--- src/rtl/cp0_exc_sequencer.sv ---
// rtl/cp0_exc_sequencer.sv - exception/ERET sequencer and single-write-port arbiter for CP0
module cp0_exc_sequencer #(
    parameter logic [31:0] EXC_VECTOR = 32'h0000_0020
) (
    input  logic        clk,
    input  logic        rst,
    input  logic        mtc0_we_i,
    input  logic [4:0]  mtc0_waddr_i,
    input  logic [31:0] mtc0_data_i,
    input  logic        mem_valid_i,
    input  logic [31:0] mem_pc_i,
    input  logic        mem_in_delayslot_i,
    input  logic        exc_valid_i,
    input  logic [4:0]  exc_code_i,
    input  logic        eret_i,
    input  logic [31:0] status_i,
    input  logic [31:0] cause_i,
    input  logic [31:0] epc_i,
    output logic        cp0_we_o,
    output logic [4:0]  cp0_waddr_o,
    output logic [31:0] cp0_data_o,
    output logic        cause_upd_o,
    output logic        cause_bd_o,
    output logic [4:0]  cause_exccode_o,
    output logic        flush_o,
    output logic        stall_req_o,
    output logic        new_pc_valid_o,
    output logic [31:0] new_pc_o
);
    typedef enum logic [2:0] {IDLE, WR_EPC, WR_CAUSE, WR_STATUS, REDIRECT} state_t;

    localparam logic [4:0] ADDR_STATUS = 5'd12;
    localparam logic [4:0] ADDR_EPC    = 5'd14;

    state_t      state, state_next;
    logic [4:0]  code_q;
    logic        bd_q;
    logic        eret_q;
    logic [31:0] pc_q, status_q, epc_q, new_pc_q;
    logic        int_pend, take_exc, take_eret, accept;
    logic        unused_cause_bits;

    assign unused_cause_bits = ^{cause_i[30:16], cause_i[7:0]};

    assign int_pend  = status_i[0] & ~status_i[1] & (|(cause_i[15:8] & status_i[15:8]));
    assign take_exc  = mem_valid_i & (int_pend | exc_valid_i);
    assign take_eret = mem_valid_i & ~take_exc & eret_i;
    assign accept    = take_exc | take_eret;

    assign cause_bd_o      = bd_q;
    assign cause_exccode_o = code_q;
    assign new_pc_o        = new_pc_q;

    always_ff @(posedge clk) begin
        if (rst) begin
            state    <= IDLE;
            code_q   <= '0;
            bd_q     <= 1'b0;
            eret_q   <= 1'b0;
            pc_q     <= '0;
            status_q <= '0;
            epc_q    <= '0;
            new_pc_q <= '0;
        end else begin
            state <= state_next;
            if (state == IDLE && accept) begin
                code_q   <= (take_exc && !int_pend) ? exc_code_i : 5'd0;
                // With EXL already set the existing BD must survive the Cause update.
                bd_q     <= status_i[1] ? cause_i[31] : mem_in_delayslot_i;
                eret_q   <= take_eret;
                pc_q     <= mem_pc_i;
                status_q <= status_i;
                epc_q    <= epc_i;
            end
            if (state == WR_STATUS)
                new_pc_q <= eret_q ? epc_q : EXC_VECTOR;
        end
    end

    always_comb begin
        state_next     = state;
        cp0_we_o       = 1'b0;
        cp0_waddr_o    = '0;
        cp0_data_o     = '0;
        cause_upd_o    = 1'b0;
        flush_o        = 1'b0;
        stall_req_o    = 1'b1;
        new_pc_valid_o = 1'b0;
        case (state)
            IDLE: begin
                stall_req_o = 1'b0;
                if (accept) begin
                    flush_o = 1'b1;
                    if (take_eret)        state_next = WR_STATUS;
                    else if (status_i[1]) state_next = WR_CAUSE;
                    else                  state_next = WR_EPC;
                end else begin
                    cp0_we_o    = mtc0_we_i;
                    cp0_waddr_o = mtc0_waddr_i;
                    cp0_data_o  = mtc0_data_i;
                end
            end
            WR_EPC: begin
                cp0_we_o    = 1'b1;
                cp0_waddr_o = ADDR_EPC;
                cp0_data_o  = bd_q ? pc_q - 32'd4 : pc_q;
                state_next  = WR_CAUSE;
            end
            WR_CAUSE: begin
                cause_upd_o = 1'b1;
                state_next  = WR_STATUS;
            end
            WR_STATUS: begin
                cp0_we_o    = 1'b1;
                cp0_waddr_o = ADDR_STATUS;
                cp0_data_o  = eret_q ? (status_q & ~32'h2) : (status_q | 32'h2);
                state_next  = REDIRECT;
            end
            REDIRECT: begin
                new_pc_valid_o = 1'b1;
                state_next     = IDLE;
            end
            default: state_next = IDLE;
        endcase
    end
endmodule

--- config.mk ---
export PLATFORM = sky130hd
export DESIGN_NAME = cp0_exc_sequencer
export DESIGN_NICKNAME = d
export VERILOG_FILES = /design/src/rtl/cp0_exc_sequencer.sv
export SDC_FILE = /design/constraint.sdc
export NUM_CORES = 1
export LEC_CHECK = 0
export ABC_AREA = 0
export CORE_MARGIN = 10
export CORE_UTILIZATION = 45
export DETAILED_ROUTE_END_ITERATION = 8
export PLACE_DENSITY = 0.82
export SYNTH_ARGS = -nofsm -noshare
export SYNTH_HDL_FRONTEND = slang
export SYNTH_SLANG_ARGS = --single-unit
export TNS_END_PERCENT = 30
--- constraint.sdc ---
create_clock -name clk -period 3.09 [get_ports clk]
set_input_delay 0.309 -clock clk [delete_from_list [all_inputs] [get_ports clk]]
set_output_delay 0.309 -clock clk [all_outputs]
set_load 0.01 [all_outputs]
==> results of run 1 <==
## Yosys cell counts (2+ instances only)
library cell / number / area (sq um)
o21ai_0: 29 / 145.1
or3_4: 2 / 22.52
nor3_1: 9 / 45.04
nand4b_1: 5 / 43.79
nand3_1: 13 / 65.06
nor2b_1: 3 / 18.77
a21oi_1: 106 / 530.5
and2_1: 3 / 18.77
o21ai_1: 10 / 50.05
buf_4: 2 / 15.01
nand2_1: 228 / 855.8
clkbuf_1: 29 / 108.9
a211oi_1: 2 / 15.01
dfxtp_1: 137 / 2743
nor4_1: 4 / 25.02
mux2i_1: 2 / 20.02
buf_2: 26 / 130.1
a22o_1: 35 / 306.5
a22oi_1: 21 / 157.7
xnor2_1: 5 / 43.79
nand3b_1: 4 / 30.03
nor2_1: 20 / 75.07
nand2b_1: 2 / 12.51
inv_1: 5 / 18.77
xor2_1: 22 / 192.7
## final timing paths
check / depth (start not counted) / slack, ns / start / end
worst max-delay path: 6 / 0.13 / pc_q[2] / cp0_data_o[9]
worst min-delay path: 2 / 0.21 / rst / pc_q[16]
worst max register to register: 6 / 1.12 / state[0] / new_pc_o[22]
worst min register to register: 2 / 0.45 / cause_exccode_o[2] / cause_exccode_o[2]
## power by group
part           internal (W)  total [W]  leakage, nW  switching, W
sequential          0.00188    0.00197         1.12     0.0000894
clock               0.00122    0.00208        0.293      0.000853
combinational      0.000572    0.00116         2.08      0.000590
total               0.00367    0.00520         3.49       0.00153
## cells by family (layout without fill, tap and decap cells)
logic type / after synthesis / count (layout)
DFF: 137 / 137
AOI/OAI and AO/OA: 212 / 212
and+or+nand+nor: 303 / 303
other: 0 / 1
adders and majority gates: 1 / 1
muxes: 2 / 2
xor gates and xnor gates: 27 / 27
buffers and inverters: 65 / 293
## sequential cells by signal, indices dropped and copies added, names as in the netlist
register         cells
new_pc_o            32
cause_bd_o           1
cause_exccode_o      5
eret_q               1
state                3
pc_q                32
status_q            31
epc_q               32
## per-layer routing
metal / share of wire, % / up-vias
met2: 49 / 190
met1: 42 / 2787
met3: 7.1 / 24
met4: 2.3 / 0
met5: 0 / -
li1: - / 2981
## per-stage QoR
step / util (%) / cell area (sq um) / setup WS (ns) / power [W] / TNS [ns]
2_1_floorplan: - / 5923 / 0.9710 / 0.002577 / 0
3_3_place_gp: 66.03 / 8434 / 0.2768 / 0.003137 / 0
3_5_place_dp: 66.03 / 8434 / 0.2629 / 0.003154 / 0
4_1_cts: 71.02 / 9071 / 0.03236 / 0.005235 / 0
5_1_grt: 71.50 / 9133 / -0.04941 / 0.005444 / -0.05176
6_report: 71.50 / 9133 / 0.1265 / 0.005204 / 0
## final cells by class
cell class	count	area share [%]
antenna	1	0.02740
timing repair buffer	255	28.31
inverter	6	0.2603
clock buffer	17	4.658
clock inverter	15	1.987
tap	172	2.356
multi-input combinational	545	32.33
sequential	137	30.07
## what timing repair did
item	in CTS	in global routing
pin swaps	1	0
resized for setup	8	16
setup buffers	1	0
endpoints found under the setup margin	16	18
hold endpoints to repair	0	0
==> run metrics, run 1 <==
max-cap viol count=0; area occupied by multi-input gates=2953 sq um; Chip Height=134.7 microns; worst skew pair latency=0.43 ns; clock-pin transition on the worst setup and hold timing paths=0.06 ns; RSZ-0062 raised after global routing=true; die area=18150 sq um; fraction of layout cells with a size suffix above 1=7.692%; total gr overflow=0; Power Dens Cells=569.8 nW/um^2; NumNets Final=1140; post-DP HPWL=14520 microns; WL/cell=17.72 microns; yosys warns=0; commonest non-fill, non-tap cells in the layout=nand2_1, clkdlybuf4s50_1, dfxtp_1; Post-synth EDFFs=0; sequence of cells on the critical path=or4b_4 -> nor3_1 -> xor2_1 -> nor2_1 -> o21ai_0 -> clkdlybuf4s50_1; clock buffer depth=2; Die Span X=134.7 microns; vias per inst=5.211; Final ANT Viol Nets=0; crit start category=flip-flop; Final Cycle Share=95.91%; total CTS buffers=17; Synth Area per Inst=7.929 sq um; Routed WL=20350 microns; post-synthesis mux area share=0.3380%; count of buffer and inverter cells on the critical path=1; xor/xnor cell area share of the yosys netlist=3.992%; largest net degree at the start of global routing=103; Clock Sinks=137; GRT Max-Usage Layer=met2; routing usage on met3=6.306%; largest family of logic cells by synthesized area=simple AND/OR/NAND/NOR gates; Starting Density=46.37%; CP top delay family=simple AND/OR/NAND/NOR gates; CP max stage delay=0.60 ns; Simple-Gate Fraction of Synth Area=22.37%; status=finished, final reports clean; Main synth FF type=dfxtp_1; Slew headroom=61.92%; Least-Margin Pin Slew=0.5712 ns; Final setup violation count=0; most common cell after layout, fill and taps aside=nand2_1; Area Growth Syn to Fin=54.18%; asr flop ratio synth=0%; VDD IR max=0.4732 mV; global-route wire length before repair=31750 microns; Clk Tree Root Cell=clkbuf_16; max-slew violations=0; #FFs+latches synth=137; CTS tree=yes; initial drt markers=362; GRT met2 Usage=36.10%; Storage cell area=2746 sq um; Max Fclk=337.4 MHz; hold_ws=0.2094 ns; path type of the worst min-delay path=in -> reg; grt met1 use=26.75%; Mapped Area=5923 sq um; fin crit period=2.964 ns; via count=5982; Synth Area in Compound Gates=21.86%; Synth Net Count=925; clk_skew=0.006744 ns; row cnt=41; antenna violations before repair=1; Crit Path Class=reg -> out; Leak=3.486 nW; crit path DAT=2.65 ns; io pins=257; non-filler cells, final=1148; hold-fix buffers at CTS=0; sequential share of the synthesized area=46.30%; fill count=1024; number of global-route vias before repair=5867; core box area=12770 sq um; Netlist cell types=48; crit end category=primary output; Hold Fails Final Rpt=0; H-Tree Depth=4; Mapped Cells=747; CP Max Fanout=4; CP max stage cell=or4b_4; placer congestion estimate=0.8181; Inst Count DP=1114; # DRC=0; GRT Util Overall=22.00%; adder-cell share of the synthesized area=0.2112%; # port buffers=233; data required time of the worst path=2.78 ns; DR pass1 iterations=4
Power figures use the tool's default switching activity.
==> run 2, diff against run 1 <==
--- a/config.mk
+++ b/config.mk
@@ -7,9 +7,9 @@
 export LEC_CHECK = 0
 export ABC_AREA = 0
 export CORE_MARGIN = 10
-export CORE_UTILIZATION = 45
+export CORE_UTILIZATION = 46
 export DETAILED_ROUTE_END_ITERATION = 8
-export PLACE_DENSITY = 0.82
+export PLACE_DENSITY_LB_ADDON = 0.25
 export SYNTH_ARGS = -nofsm -noshare
 export SYNTH_HDL_FRONTEND = slang
 export SYNTH_SLANG_ARGS = --single-unit
==> run 2 against run 1 <==
Compared with the run above:
- non-clock buffer count fell by 3
- sequential power barely moved
- sequential cell count did not move
- fmax barely moved
- worst setup slack improved by 0.00079 ns
- count of clock-buffer cells in the layout rose by 2
- final area fell by 0.74%
- worst hold slack improved by 0.22 ns
- critical path type unchanged
- critical endpoint is now cp0_data_o[29]
==> run metrics, run 2 (synthesis gave the netlist of run 1 again) <==
# DRC=0 (unchanged); die area=17820 sq um (-1.9%); Clock Sinks=137 (unchanged); number of global-route vias before repair=5761 (-1.8%); VDD IR max=0.4138 mV (-13%); worst r2r dst=status_q[14]; max-cap viol count=0 (unchanged); crit start category=flip-flop; commonest non-fill, non-tap cells in the layout=nand2_1, clkdlybuf4s50_1, dfxtp_1; fill count=989 (-3.4%); Reg-to-Reg Start=state[2]; Least-Margin Pin Slew=0.7257 ns (+0.1545 ns); Starting Density=46.94% (+0.57 points); vias per inst=5.234 (+0.45%); count of buffer and inverter cells on the critical path=2 (+1); clock-pin transition on the worst setup and hold timing paths=0.06 ns (about the same); Worst Hold Path EP=status_q[31]; crit path DAT=2.65 ns (about the same); initial drt markers=390 (+7.7%); Hold Path Depth=2 (unchanged); antenna violations before repair=1 (unchanged); via count=5983 (+0.017%); Routed WL=19840 microns (-2.5%); Place WS=0.2265 ns (-0.03641 ns); io pins=257 (unchanged); Chip Height=133.5 microns (-0.93%); max-slew violations=0 (unchanged); Final setup violation count=0 (unchanged); # port buffers=233 (unchanged); CP max stage cell=or4b_4; NumNets Final=1137 (-0.26%); CP top delay family=simple AND/OR/NAND/NOR gates; CP Max Fanout=12 (+8); row cnt=41 (unchanged); largest net degree at the start of global routing=102 (-0.97%); Die Span X=133.5 microns (-0.93%); Slew headroom=51.62% (-10 points); DR pass1 iterations=5 (+1); sequence of cells on the critical path=or4b_4 -> nor4_4 -> buf_6 -> nand4b_1 -> xor2_1 -> o21ai_1 -> clkdlybuf4s50_1; Crit Path Class=reg -> out; Hold Fails Final Rpt=0 (unchanged); Clk Tree Root Cell=clkbuf_16; Leak=3.423 nW (-1.8%); Antenna Cells=0 (-1); non-filler cells, final=1143 (-0.44%); clk_skew=0.009002 ns (+0.002258 ns); GRT Util Overall=21.52% (-0.48 points); status=finished, final reports clean; WL/cell=17.35 microns (-2.1%); Final Cycle Share=95.88% (about the same); total CTS buffers=17 (unchanged); Register-to-Register Path Depth=6 (unchanged); fraction of layout cells with a size suffix above 1=7.415% (-0.28 points); Power Dens Cells=565.3 nW/um^2 (-0.79%); CP max stage delay=0.60 ns (about the same); most common cell after layout, fill and taps aside=nand2_1; Inst Count DP=1111 (-0.27%); fin crit period=2.963 ns (-0.0007850 ns); post-DP HPWL=14110 microns (-2.8%); RSZ-0062 raised after global routing=true; Area Growth Syn to Fin=53.04%; worst hold path startpoint=rst; data required time of the worst path=2.78 ns (about the same); r2r setup slk=1.02 ns (-0.10 ns); total gr overflow=0 (unchanged); placer congestion estimate=0.8943 (+9.3%); Worst path depth=7 (+1); clock buffer depth=2 (unchanged); core box area=12620 sq um (-1.2%); hold-fix buffers at CTS=0 (unchanged); H-Tree Depth=4 (unchanged); worst skew pair latency=0.42 ns (about the same); Max Fclk=337.5 MHz (about the same); Final ANT Viol Nets=0 (unchanged); path type of the worst min-delay path=in -> reg; setup ws final=0.1273 ns (+0.0007850 ns); global-route wire length before repair=30990 microns (-2.4%); CTS tree=yes; crit end category=primary output
==> run 2: cell types whose count changed in the layout (fill, tap and decap cells not counted), moves of 2 or more <==
cell / change
dlymetal6s2s_1: -2
dlygate4sd2_1: -2
clkdlybuf4s50_1: +4
clkbuf_8: +2
buf_12: -3
inv_8: -4
==> run 2: worst register-to-register path: cells and delay by family (launching register included) <==
kind            cells  cell delay, ns
buf+inv             2            0.65
simple gates        2            0.58
flops               1            0.40
compound gates      2            0.36
==> run 2: worst max-delay path by stage <==
stage,start,end,slack (ns)
floorplan,cause_bd_o,cp0_data_o[31],0.97
global placement,status_i[10],cp0_data_o[18],0.25
detailed placement,status_i[10],cp0_data_o[21],0.23
CTS,pc_q[2],cp0_data_o[18],0.03
global route,pc_q[2],cp0_data_o[28],-0.004
finish,pc_q[2],cp0_data_o[29],0.13
==> run 2: stage by stage <==
step | cell area (sq um) | TNS, ns | utilization (%) | total power, W | hold slack, ns
floorplan | 5923 | 0 | - | 0.002577 | 0.4328
global placement | 8387 | 0 | 66.46 | 0.003110 | 0.4372
detailed placement | 8387 | 0 | 66.46 | 0.003126 | 0.4460
CTS | 9016 | 0 | 71.45 | 0.005152 | 0.4114
global route | 9065 | -0.004303 | 71.83 | 0.005351 | 0.4446
finish | 9065 | 0 | 71.83 | 0.005125 | 0.4305
==> run 2: what timing repair did <==
action                                  CTS  global route
endpoints found under the setup margin   13            18
pin swaps                                 1             0
gates resized for setup                   7            15
setup buffers                             1             0
==> run 2: area by class of cell <==
class                   count  area, sq um  area share (%)
clock buffers              19        452.9           4.997
clock inverters            12        140.1           1.546
inverters                   6        23.77          0.2622
multi-input cells         545         2967           32.73
flip-flops and latches    137         2744           30.27
well taps                 172        215.2           2.374
repair buffers            252         2522           27.83
==> run 2: routing by layer <==
layer  vias up  share of wire [%]  track usage (%)
met1      2776                 41            25.98
met2       198                 49            35.38
met5         -              0.076                0
met3        30                7.8            7.331
li1       2977                  -                -
met4         2                2.0            6.409
==> run 2: report_power, final <==
group          total [W]  switching [W]  internal, W
registers        0.00197      0.0000880      0.00188
clock network    0.00202       0.000781      0.00124
logic            0.00114       0.000583     0.000559
==> RTL edit 1: new RTL, config.mk and constraints of run 1 <==
The 5 states of `state_t` get a one-hot encoding in 5 bits.
--- a/src/rtl/cp0_exc_sequencer.sv
+++ b/src/rtl/cp0_exc_sequencer.sv
@@ -28,5 +28,5 @@
     output logic [31:0] new_pc_o
 );
-    typedef enum logic [2:0] {IDLE, WR_EPC, WR_CAUSE, WR_STATUS, REDIRECT} state_t;
+    typedef enum logic [4:0] {IDLE = 5'b00001, WR_EPC = 5'b00010, WR_CAUSE = 5'b00100, WR_STATUS = 5'b01000, REDIRECT = 5'b10000} state_t;
 
     localparam logic [4:0] ADDR_STATUS = 5'd12;
Formal check against the unedited RTL: no difference found for any inputs over 10 cycles, from zero or initial values and one cycle with rst high; not proved beyond that.
==> RTL edit 1 against run 1 <==
- combinational power is 13% higher
- clock skew down 0.0019 ns
- fmax is 3.3% lower
- non-clock buffer count shrank 3
- area after synthesis increased by 0.21%
- wire length decreased by 3.0%
- largest power group unchanged
- sequential cell count rose by 2
- final area hardly changed
- critical path depth did not move
- worst setup slack got worse by 0.10 ns
- sequential share of layout area is 0.41 points higher
- sequential power rose by 5%
- total power grew 4.7%
==> RTL edit 1: results (changes against run 1) <==
[metrics] run status: finished clean
[metrics] worst clock skew: 0.004806 ns (-0.001938 ns)
[metrics] share of layout cells above drive strength 1: 8.029% (+0.34 points)
[metrics] Synth top cells by count: sky130_fd_sc_hd__nand2_1 (212), sky130_fd_sc_hd__dfxtp_1 (139), sky130_fd_sc_hd__a21oi_1 (106), sky130_fd_sc_hd__clkbuf_1 (38), sky130_fd_sc_hd__a22o_1 (31)
[metrics] crit path max-delay cell type: sky130_fd_sc_hd__clkdlybuf4s50_1
[metrics] worst-case hold slack: 0.3065 ns (+0.09715 ns)
[metrics] Max FO, Critical Path: 29 (+25)
[metrics] largest voltage drop on the vdd net: 393.7 uV (-17%)
[metrics] detailed-placement wirelength estimate: 14200 um (-2.2%)
[metrics] source of the worst register-to-register timing path: state[4]
[metrics] global-route total usage across every layer: 20.82% (-1.2 points)
[metrics] Synth Area in Compound Gates: 21.37% (-0.49 points)
[metrics] relative area of non-clock buffer cells in the final design: 27.33% (-0.97 points)
[metrics] number of instances in the synthesized netlist: 730 (-2.3%)
[metrics] Signal buffers: 252 (-1.2%)
[metrics] global-route wire length before repair: 30430 um (-4.1%)
[metrics] multiplexer fraction of the synthesized cell area: 0.1686% (-0.17 points)
[metrics] arithmetic-cell share of the synthesized area counting full adders, half adders and majority gates: 0.2108% (-0.00045 points)
[metrics] Vias: 5961 (-0.35%)
[metrics] end point of the critical path: cp0_data_o[4]
[metrics] DR iter-0 viols: 364 (+0.55%)
[metrics] clock latency on the worst-skew pair: 0.41 ns (-0.02 ns)
[metrics] cell area after placement: 8431 um2 (about the same)
[metrics] setup bufs post-CTS: 0 (-1)
[metrics] layout multi-input combinational cell count: 530 (-2.8%)
[metrics] Seq Cell Count: 139 (+1.5%)
[metrics] Reg2Reg Setup Slack: 0.87 ns (-0.25 ns)
[metrics] actual transition at the worst max-transition pin: 0.8732 ns (+0.3020 ns)
[metrics] # resized after CTS: 15 (+7)
[metrics] final design utilization: 71.46% (about the same)
[metrics] delay of the slowest cell on the worst path: 0.54 ns (-0.06 ns)
[metrics] # fillers: 987 (-3.6%)
[metrics] data arrival time at the worst-slack endpoint: 2.76 ns (+0.11 ns)
[metrics] via count of the first global-routing pass: 5608 (-4.4%)
[RTL edit 1: cell count changes in the layout (fill, tap and decap cells not counted), moves of 4 or more]
cell	change
sky130_fd_sc_hd__nand2_1	-16
sky130_fd_sc_hd__xnor2_1	+12
sky130_fd_sc_hd__xor2_1	-12
sky130_fd_sc_hd__a221o_1	+11
sky130_fd_sc_hd__dlymetal6s2s_1	-10
sky130_fd_sc_hd__o21ai_1	-9
sky130_fd_sc_hd__dlygate4sd2_1	+7
sky130_fd_sc_hd__o21ai_0	-7
sky130_fd_sc_hd__nor4_1	+5
sky130_fd_sc_hd__a22o_1	-4
[RTL edit 1: routing by layer]
metal  wire length [um]  track usage [%]
met1               8220            25.14
met4                334            7.013
met2               9684            34.87
met3               1487            5.675
met5                  0                0
[RTL edit 1: power by group]
| part | internal [W] | switching [W] |
|---|---|---|
| logic | 0.000634 | 0.000675 |
| clock network | 0.00125 | 0.000833 |
| registers | 0.00194 | 0.000122 |
==> RTL edit 2: new RTL, flow settings as in run 1 <==
Without the edit above. Set the parameter `EXC_VECTOR` to 32'h00000018 (it was 32'h0000_0020).
--- a/src/rtl/cp0_exc_sequencer.sv
+++ b/src/rtl/cp0_exc_sequencer.sv
@@ -1,5 +1,5 @@
 // rtl/cp0_exc_sequencer.sv - exception/ERET sequencer and single-write-port arbiter for CP0
 module cp0_exc_sequencer #(
-    parameter logic [31:0] EXC_VECTOR = 32'h0000_0020
+    parameter logic [31:0] EXC_VECTOR = 32'h00000018
 ) (
     input  logic        clk,
Formal check against the unedited RTL: not equivalent (a bounded check fails within 4 cycles, from zero or initial values and one cycle with rst high).
==> RTL edit 2 against run 1 <==
- worst setup slack worse by 0.030 ns
- sequential share of layout area barely moved
- wire length decreased by 0.77%
- area after synthesis grew 1.1%
- sequential cell count did not move
- core utilization shrank 1.9 points
- fmax decreased by 0.99%
- clock power down 3%
- final area grew 0.16%
- total power down 0.69%
- largest cell class unchanged
==> RTL edit 2: results (changes against run 1) <==
[metrics] pre-CTS setup slack: 0.2180 ns (-0.04497 ns)
[metrics] relative area of non-clock buffer cells in the final design: 27.71% (-0.59 points)
[metrics] register share of the cell area: 30.02% (-0.049 points)
[metrics] part of the total power dissipated in combinational logic: 22.8% (+0.5 points)
[metrics] final design utilization: 69.63% (-1.9 points)
[metrics] XOR/XNOR share of the synthesized area: 3.947% (-0.045 points)
[metrics] Slew Limit Headroom: 43.33% (-19 points)
[metrics] initial antenna violation count: 2 (+1)
[metrics] count of clock buffers in the final design: 18 (+1)
[metrics] Seq Cell Count: 137 (unchanged)
[metrics] Placed Cells incl. Taps: 1116 (+0.18%)
[metrics] worst-case hold slack: 0.2890 ns (+0.07967 ns)
[metrics] crit path max-delay cell type: sky130_fd_sc_hd__or4_1
[metrics] Signal buffers: 252 (-1.2%)
[metrics] global-route wire length before repair: 31090 um (-2.1%)
[metrics] terminus of the critical flop-to-flop path: cause_bd_o
[metrics] run status: finished clean
[metrics] depth of the most critical reg-to-reg path: 7 (+1)
[metrics] multiplexer fraction of the synthesized cell area: 0.3342% (-0.0038 points)
[metrics] global-route total usage across every layer: 21.39% (-0.61 points)
[metrics] # fillers: 1032 (+0.78%)
[metrics] DR iter-0 viols: 385 (+6.4%)
[metrics] detailed-placement wirelength estimate: 14330 um (-1.3%)
[metrics] clock tree cell share of total cell area: 6.483% (-0.16 points)
[metrics] share of layout cells above drive strength 1: 8.111% (+0.42 points)
[metrics] arithmetic-cell share of the synthesized area counting full adders, half adders and majority gates: 0.2089% (-0.0024 points)
[metrics] sequential-to-total area share from yosys stat: 45.78% (-0.52 points)
[metrics] proportion of total power due to net switching: 29.97% (+0.54 points)
[metrics] via count normalized by instance count: 5.217 (+0.12%)
[metrics] Synth Area in Compound Gates: 21.55% (-0.31 points)
[metrics] Vias: 6005 (+0.38%)
[metrics] first-pass iteration count of the detailed router: 5 (+1)
[metrics] Signal inverters: 7 (+1)
[metrics] worst clock skew: 0.01030 ns (+0.003552 ns)
[metrics] post-route standard cell area excluding fillers: 9148 um2 (+0.16%)
[metrics] post-synth net total: 926 (+0.11%)
[metrics] static leakage: 3.544 nW (+1.7%)
[metrics] Max FO, Critical Path: 6 (+2)
[metrics] largest voltage drop on the vdd net: 406.2 uV (-14%)
[metrics] data arrival time at the worst-slack endpoint: 2.68 ns (+0.03 ns)
==> RTL edit 2: how the worst max path moves through the flow <==
stage                     start              to  slack (ns)  depth (start not counted)
global placement    status_i[1]  cp0_data_o[30]        0.23                          8
global route            pc_q[2]  cp0_data_o[24]       -0.02                          9
floorplan            cause_bd_o  cp0_data_o[31]        0.97                          7
CTS                     pc_q[2]  cp0_data_o[20]        0.02                          9
detailed placement  status_i[1]  cp0_data_o[23]        0.22                          8
finish                 pc_q[23]  cp0_data_o[30]         0.1                          6
==> RTL edit 2: routing by layer <==
metal | global-route usage (%) | routed length [um] | part of all wire (%)
met1 | 25.26 | 8142 | 40
met2 | 35.30 | 10050 | 50
met3 | 7.196 | 1718 | 8.5
met4 | 7.895 | 258 | 1.3
met5 | 0 | 18 | 0.089
==> RTL edit 2: what timing repair did <==
item / CTS / global route
setup endpoints to repair: 19 / 19
setup buffers: 0 / 2
resized for setup: 7 / 22
gates cloned: 0 / 0
pin swaps: 0 / 1
